<file path="src/rtl/freq_pkg.sv">
// Shared types and helpers for the frequency-measurement scheduler and its
// measurement unit.
package freq_pkg;

  localparam int unsigned COUNT_W  = 16;
  localparam int unsigned SAMPLE_W = 8;
  localparam int unsigned MAX_CH   = 32;
  localparam int unsigned MAX_CH_W = 5;
  localparam int unsigned FROM_W   = MAX_CH_W + 1;

  typedef enum logic [2:0] {
    ST_IDLE    = 3'd0,
    ST_SELECT  = 3'd1,
    ST_SETTLE  = 3'd2,
    ST_MEASURE = 3'd3,
    ST_PRESENT = 3'd4,
    ST_GAP     = 3'd5
  } sched_state_t;

  typedef struct packed {
    logic                found;
    logic [MAX_CH_W-1:0] idx;
  } next_bit_t;

  // Lowest set bit of mask at or above position 'from'.
  function automatic next_bit_t next_set_bit(input logic [MAX_CH-1:0] mask,
                                             input logic [FROM_W-1:0] from);
    next_bit_t r;
    r.found = 1'b0;
    r.idx   = '0;
    for (int i = MAX_CH - 1; i >= 0; i--) begin
      if (mask[i] && (i >= int'(from))) begin
        r.found = 1'b1;
        r.idx   = MAX_CH_W'(i);
      end else begin
        r = r;
      end
    end
    return r;
  endfunction

endpackage

</file>
<file path="src/rtl/freq_meas_timer.sv">
// Loadable cycle counter: counts down to zero (terminal flag) or counts up
// with saturation, shared by the settle, gap and timeout intervals.
module freq_meas_timer #(
  parameter int unsigned W = 20
) (
  input  logic         clk,
  input  logic         rst,
  input  logic         load,
  input  logic [W-1:0] load_val,
  input  logic         count_up,
  output logic [W-1:0] count,
  output logic         term
);

  localparam logic [W-1:0] ONE = W'(1);

  logic [W-1:0] cnt_q;
  logic [W-1:0] cnt_d;

  // Next count: load, saturating up-count, or down-count stopping at zero.
  always_comb begin
    cnt_d = cnt_q;
    if (load) begin
      cnt_d = load_val;
    end else if (count_up) begin
      if (cnt_q != {W{1'b1}}) begin
        cnt_d = cnt_q + ONE;
      end else begin
        cnt_d = cnt_q;
      end
    end else if (cnt_q != '0) begin
      cnt_d = cnt_q - ONE;
    end else begin
      cnt_d = cnt_q;
    end
  end

  // Counter register.
  always_ff @(posedge clk) begin
    if (rst) begin
      cnt_q <= '0;
    end else begin
      cnt_q <= cnt_d;
    end
  end

  assign count = cnt_q;
  assign term  = (cnt_q == '0);

endmodule

</file>
<file path="src/rtl/freq_meas_scheduler.sv">
// Walks the enabled channels, sequencing mux select, settle, measurement,
// result handshake and inter-measurement gap around one shared measurement unit.
module freq_meas_scheduler
  import freq_pkg::*;
#(
  parameter  int unsigned N_CH       = 4,
  parameter  int unsigned SETTLE_CYC = 4,
  parameter  int unsigned GAP_CYC    = 2,
  parameter  int unsigned TIMEOUT_W  = 20,
  localparam int unsigned CH_W       = $clog2(N_CH)
) (
  input  logic                 Clock,
  input  logic                 Reset,
  input  logic                 start,
  input  logic                 abort,
  input  logic [N_CH-1:0]      channel_mask,
  input  logic [SAMPLE_W-1:0]  samples_cfg,
  input  logic [TIMEOUT_W-1:0] timeout_cfg,
  output logic [CH_W-1:0]      ch_sel,
  output logic                 meas_enable,
  output logic [SAMPLE_W-1:0]  meas_samples,
  input  logic [COUNT_W-1:0]   meas_value,
  input  logic                 meas_done,
  output logic                 res_valid,
  input  logic                 res_ready,
  output logic [CH_W-1:0]      res_channel,
  output logic [COUNT_W-1:0]   res_value,
  output logic                 res_timeout,
  output logic                 busy,
  output logic                 scan_done
);

  localparam logic [TIMEOUT_W-1:0] SETTLE_LOAD = TIMEOUT_W'(SETTLE_CYC - 1);
  localparam logic [TIMEOUT_W-1:0] GAP_LOAD    = TIMEOUT_W'(GAP_CYC - 1);

  sched_state_t         state_q, state_d;
  logic [CH_W-1:0]      ch_sel_q, ch_sel_d;
  logic                 meas_enable_q, meas_enable_d;
  logic [SAMPLE_W-1:0]  meas_samples_q, meas_samples_d;
  logic [N_CH-1:0]      mask_q, mask_d;
  logic [TIMEOUT_W-1:0] timeout_q, timeout_d;
  logic                 res_valid_q, res_valid_d;
  logic [CH_W-1:0]      res_channel_q, res_channel_d;
  logic [COUNT_W-1:0]   res_value_q, res_value_d;
  logic                 res_timeout_q, res_timeout_d;
  logic                 busy_q, busy_d;
  logic                 scan_done_q, scan_done_d;

  logic                 tmr_load_s;
  logic [TIMEOUT_W-1:0] tmr_val_s;
  logic                 tmr_up_s;
  logic [TIMEOUT_W-1:0] tmr_cnt_s;
  logic                 tmr_term_s;
  logic                 timed_out_s;
  next_bit_t            first_s;
  next_bit_t            next_s;
  logic [MAX_CH_W-1:0]  first_idx_s;
  logic [MAX_CH_W-1:0]  next_idx_s;

  assign tmr_up_s    = (state_q == ST_MEASURE);
  assign timed_out_s = (timeout_q != '0) && (tmr_cnt_s >= timeout_q);

  freq_meas_timer #(
    .W (TIMEOUT_W)
  ) u_timer (
    .clk      (Clock),
    .rst      (Reset),
    .load     (tmr_load_s),
    .load_val (tmr_val_s),
    .count_up (tmr_up_s),
    .count    (tmr_cnt_s),
    .term     (tmr_term_s)
  );

  // Channel search: first channel of a fresh mask, next channel above current.
  always_comb begin
    first_s     = next_set_bit(MAX_CH'(channel_mask), '0);
    next_s      = next_set_bit(MAX_CH'(mask_q), FROM_W'(ch_sel_q) + FROM_W'(1));
    first_idx_s = first_s.idx;
    next_idx_s  = next_s.idx;
  end

  // Scheduler next-state and registered-output logic; abort overrides all.
  always_comb begin
    state_d        = state_q;
    ch_sel_d       = ch_sel_q;
    meas_samples_d = meas_samples_q;
    mask_d         = mask_q;
    timeout_d      = timeout_q;
    res_valid_d    = res_valid_q;
    res_channel_d  = res_channel_q;
    res_value_d    = res_value_q;
    res_timeout_d  = res_timeout_q;
    scan_done_d    = 1'b0;
    tmr_load_s     = 1'b0;
    tmr_val_s      = '0;

    case (state_q)
      ST_IDLE: begin
        if (start) begin
          mask_d         = channel_mask;
          timeout_d      = timeout_cfg;
          meas_samples_d = (samples_cfg == 8'd0) ? 8'd1 : samples_cfg;
          if (channel_mask == '0) begin
            scan_done_d = 1'b1;
          end else begin
            ch_sel_d = first_idx_s[CH_W-1:0];
            state_d  = ST_SELECT;
          end
        end else begin
          state_d = ST_IDLE;
        end
      end
      ST_SELECT: begin
        tmr_load_s = 1'b1;
        tmr_val_s  = SETTLE_LOAD;
        state_d    = ST_SETTLE;
      end
      ST_SETTLE: begin
        if (tmr_term_s) begin
          tmr_load_s = 1'b1;
          tmr_val_s  = '0;
          state_d    = ST_MEASURE;
        end else begin
          state_d = ST_SETTLE;
        end
      end
      ST_MEASURE: begin
        // A done on the timeout cycle still reports the measured value.
        if (meas_done) begin
          res_value_d   = meas_value;
          res_timeout_d = 1'b0;
          res_channel_d = ch_sel_q;
          res_valid_d   = 1'b1;
          state_d       = ST_PRESENT;
        end else if (timed_out_s) begin
          res_value_d   = '0;
          res_timeout_d = 1'b1;
          res_channel_d = ch_sel_q;
          res_valid_d   = 1'b1;
          state_d       = ST_PRESENT;
        end else begin
          state_d = ST_MEASURE;
        end
      end
      ST_PRESENT: begin
        if (res_ready) begin
          res_valid_d = 1'b0;
          tmr_load_s  = 1'b1;
          tmr_val_s   = GAP_LOAD;
          state_d     = ST_GAP;
        end else begin
          state_d = ST_PRESENT;
        end
      end
      ST_GAP: begin
        if (!tmr_term_s) begin
          state_d = ST_GAP;
        end else if (next_s.found) begin
          ch_sel_d = next_idx_s[CH_W-1:0];
          state_d  = ST_SELECT;
        end else begin
          scan_done_d = 1'b1;
          state_d     = ST_IDLE;
        end
      end
      default: begin
        state_d = ST_IDLE;
      end
    endcase

    if (abort) begin
      state_d        = ST_IDLE;
      ch_sel_d       = '0;
      meas_samples_d = '0;
      mask_d         = '0;
      timeout_d      = '0;
      res_valid_d    = 1'b0;
      res_channel_d  = '0;
      res_value_d    = '0;
      res_timeout_d  = 1'b0;
      scan_done_d    = 1'b0;
    end else begin
      state_d = state_d;
    end

    meas_enable_d = (state_d == ST_MEASURE);
    busy_d        = (state_d != ST_IDLE);
  end

  // State and output registers.
  always_ff @(posedge Clock) begin
    if (Reset) begin
      state_q        <= ST_IDLE;
      ch_sel_q       <= '0;
      meas_enable_q  <= 1'b0;
      meas_samples_q <= '0;
      mask_q         <= '0;
      timeout_q      <= '0;
      res_valid_q    <= 1'b0;
      res_channel_q  <= '0;
      res_value_q    <= '0;
      res_timeout_q  <= 1'b0;
      busy_q         <= 1'b0;
      scan_done_q    <= 1'b0;
    end else begin
      state_q        <= state_d;
      ch_sel_q       <= ch_sel_d;
      meas_enable_q  <= meas_enable_d;
      meas_samples_q <= meas_samples_d;
      mask_q         <= mask_d;
      timeout_q      <= timeout_d;
      res_valid_q    <= res_valid_d;
      res_channel_q  <= res_channel_d;
      res_value_q    <= res_value_d;
      res_timeout_q  <= res_timeout_d;
      busy_q         <= busy_d;
      scan_done_q    <= scan_done_d;
    end
  end

  assign ch_sel       = ch_sel_q;
  assign meas_enable  = meas_enable_q;
  assign meas_samples = meas_samples_q;
  assign res_valid    = res_valid_q;
  assign res_channel  = res_channel_q;
  assign res_value    = res_value_q;
  assign res_timeout  = res_timeout_q;
  assign busy         = busy_q;
  assign scan_done    = scan_done_q;

endmodule
</file>
<file path="config.mk">
export PLATFORM = sky130hd
export DESIGN_NAME = freq_meas_scheduler
export DESIGN_NICKNAME = d
export VERILOG_FILES = /design/src/rtl/freq_pkg.sv /design/src/rtl/freq_meas_timer.sv /design/src/rtl/freq_meas_scheduler.sv
export SDC_FILE = /design/constraint.sdc
export NUM_CORES = 1
export LEC_CHECK = 0
export CORE_MARGIN = 3
export CORE_UTILIZATION = 40
export CTS_CLUSTER_SIZE = 16
export DETAILED_ROUTE_END_ITERATION = 10
export PLACE_DENSITY = 0.67
export REMOVE_ABC_BUFFERS = 1
export SYNTH_ARGS = -nofsm -noshare
export SYNTH_HDL_FRONTEND = slang
export SYNTH_SLANG_ARGS = --single-unit
export TNS_END_PERCENT = 50
</file>
<file path="constraint.sdc">
create_clock -name Clock -period 2.3 [get_ports Clock]
set_input_delay 0.345 -clock Clock [delete_from_list [all_inputs] [get_ports Clock]]
set_output_delay 0.345 -clock Clock [all_outputs]
set_load 0.02 [all_outputs]
</file>
==> results.md <==
- Outcome: complete, no violations
- H-tree levels: 3
- Pwr per Cell Area: 1011 nW/um^2
- Fin. Hold Viols: 0
- Share of the clock period used by the worst path: 97.49%
- Ports: 87
- CP endpoint kind: flip-flop
- Worst EP arrival: 2.51 ns
- Cell Int Power: 4137 uW
- Area Growth Syn to Fin: 43.89%
- Max Transition Viols Final: 0
- Post-layout nets: 788
- Skew-Pair Late Insertion Delay: 0.34 ns
- Clk slew on worst S/H paths: 0.06 ns
- #FFs+latches synth: 79
- DR vias/cell: 5.580
- Fillcell total: 985
- Finished Layout Cells: 840
- Row count: 38
- Routed vias: 4687
- Post-Route Skew: 0.007609 ns
- Total track usage: 21.38%
- Sw Ratio: 36.80%
- CTS tree: yes
- Total CTS buffers: 9
- Total wire length: 13.80 mm
- Sequential Area: 1590 sq um
- Reg power frac: 26.4%
- Yosys cell types: 56
- # setup viols final: 0
- Setup tns final: 0 ns
- Post-place setup slack: -0.1010 ns
- Mapped cell area: 4498 sq um
- Clock power frac: 23.1%
- Cells after synthesis: 553
- GRT overflow: 0
- Area of the multi-input gates: 2893 sq um
- Worst vdd ir: 0.0006055 V
- Layout cell share with drive strength beyond 1: 18.29%
- Final WS setup: 0.05762 ns
- Peak Freq: 0.4460 GHz
- Number of I/O port buffers: 86
- Routed WL per cell: 16.43 microns
- Post-layout minimum cycle time: 2.242 ns
- Worst hold path type: flip-flop to flip-flop
- RSZ-0062 raised after global routing: yes
- WHS: 0.4553 ns
- Root buffer cell: clkbuf_16
- Main flop type after synthesis: dfxtp_1
- DIE WIDTH: 112.0 microns
- DR pass1 iterations: 5
- Longest Clk Path Bufs: 2
- Seq/Total Area, Yosys: 35.16%
- Initial antenna violation count: 0
- CTS Sinks: 79
- Commonest non-fill, non-tap cell in the layout: nand2_1
- Vias in the first global route: 4644
- Synth warn: 0
- Setup CP Type: flip-flop to flip-flop
- Hpwl dp: 10.12 mm
- DIE HEIGHT: 112.0 microns
- ANT cells: 0
- Worst-path fanout max: 7
- Commonest non-fill, non-tap cells in the layout: nand2_1 (93), clkdlybuf4s50_1 (86), dfxtp_1 (72), a21oi_1 (68), buf_4 (65)
- Max transition margin: 48.85%
- Starting Density: 41.13%
- Core area: 10940 sq um
- Initial DRC count: 280
- Leak Pwr: 0.002603 uW
- Post-DRT Antenna Nets: 0
- CP required: 2.57 ns
- Slew of the pin with the lowest slew margin: 0.7656 ns
- DRC: 0
- Max-Cap Viols: 0
- Psw: 2409 uW
- Number of flops mapped to enable cells by yosys: 0
- Synth Area per Inst: 8.134 sq um
- GPL Wtd Cong: 0.9241
- Largest net degree at the start of global routing: 33
- Startpoint types: flip-flop
- First-pass GRT wire length: 22.27 mm
- Die area: 12550 sq um
- Comb pwr share: 50.6%
- Ys async rst share: 0%
- Placed cells: 819
## final timing paths
| check | cells past startpoint | slack (ns) | endpoint | from |
|---|---|---|---|---|
| max reg2reg | 9 | 0.06 | u_timer.count[16]$_SDFFE_PP0P_ | state_q[2]$_SDFF_PP0_ |
| min | 2 | 0.46 | meas_samples[7]$_SDFFE_PP0P_ | meas_samples[7]$_SDFFE_PP0P_ |
| min reg2reg | 2 | 0.46 | meas_samples[7]$_SDFFE_PP0P_ | meas_samples[7]$_SDFFE_PP0P_ |
| max | 9 | 0.06 | u_timer.count[16]$_SDFFE_PP0P_ | state_q[2]$_SDFF_PP0_ |
## registers in the layout, indices dropped and copies added, names as in the netlist
register       cells
timeout_q         20
u_timer.count     20
res_value         16
meas_samples       8
mask_q             3
state_q            3
ch_sel             2
res_channel        2
busy               1
meas_enable        1
res_timeout        1
res_valid          1
scan_done          1
## cells by family after synthesis
kind of cell	after synthesis	share of synthesized area [%]
compound gates	180	25.73
xor+xnor	13	2.531
fa+ha+maj	39	11.02
buf+inv	51	4.367
flops	79	35.16
mux	4	0.9180
simple gates	187	20.28
## cell type report
class	instances	area share (%)
Multi-Input combinational cell	423	44.69
Clock buffer	11	3.905
Tap cell	140	2.706
Sequential cell	79	24.57
Inverter	28	1.624
Timing Repair Buffer	154	21.50
Clock inverter	5	1.005
## Yosys cell counts, types with 2 or more instances
| cell | n | area share (%) |
|---|---|---|
| o31ai_1 | 6 | 1.0 |
| a32o_1 | 16 | 3.6 |
| a31oi_1 | 10 | 1.4 |
| a21oi_1 | 74 | 8.2 |
| o31a_1 | 2 | 0.39 |
| mux2i_1 | 3 | 0.67 |
| nand3_1 | 7 | 0.78 |
| inv_1 | 28 | 2.3 |
| buf_2 | 4 | 0.45 |
| nand4_1 | 10 | 1.4 |
| o22ai_1 | 2 | 0.28 |
| a211oi_1 | 6 | 1.0 |
| nand2_1 | 93 | 7.8 |
| or2_2 | 4 | 0.56 |
| nor2b_1 | 2 | 0.28 |
| xnor2_1 | 11 | 2.1 |
| o21a_1 | 5 | 0.83 |
| o21bai_1 | 4 | 0.67 |
| xor2_1 | 2 | 0.39 |
| nand2b_1 | 5 | 0.70 |
| nor3_1 | 4 | 0.45 |
| a41o_1 | 2 | 0.45 |
| nor4_1 | 10 | 1.4 |
| o21ai_0 | 25 | 2.8 |
| or4_1 | 3 | 0.50 |
| ha_1 | 38 | 11 |
| o211a_1 | 2 | 0.45 |
| nor2_1 | 25 | 2.1 |
| clkbuf_1 | 19 | 1.6 |
| dfxtp_1 | 79 | 35 |
| nand3b_1 | 3 | 0.50 |
| and4_1 | 2 | 0.39 |
| a21o_1 | 12 | 2.0 |
| and3_1 | 7 | 0.97 |
| or3_1 | 4 | 0.56 |
| a41oi_1 | 2 | 0.39 |
| a221oi_1 | 3 | 0.58 |
## critical path: stages, from the launching register on
cell and delay, ns:
dfxtp_1 0.31, nand3b_4 0.18, buf_6 0.17, ha_1 0.34
o211ai_1 0.34, a21oi_2 0.12, o21ai_4 0.12, a21oi_2 0.11
or3_1 0.37, a31oi_1 0.12
## metrics by stage
stage	cell area, sq um	power (uW)	utilization (%)
after floorplan	4407	3552	-
after global placement	5937	4554	54.29
after detailed placement	5937	4633	54.29
after CTS	6325	6268	57.84
after global routing	6472	6992	59.19
final	6472	6546	59.19
## power by group through the flow
stage                     combinational [uW]  clock [uW]  sequential (uW)
after CTS                               3030        1530             1710
after global placement                  2830           0             1730
final                                   3310        1510             1730
after detailed placement                2900           0             1730
after global routing                    3670        1590             1730
after floorplan                         1870           0             1680
## routing by layer
layer  GRT usage (%)  vias up  share of wire, %
li1                -     2316                 -
met1           26.95     2222                43
met2           35.73      128                49
met3           5.660       21               6.1
met4           7.051        0               2.0
met5               0        -                 0
## timing repair
item,in CTS,in global routing
gates cloned,0,0
endpoints found under the setup margin,24,40
setup buffers,0,5
resized for setup,15,33
hold buffers,0,0
pin swaps,3,13
Power figures use the tool's default switching activity.
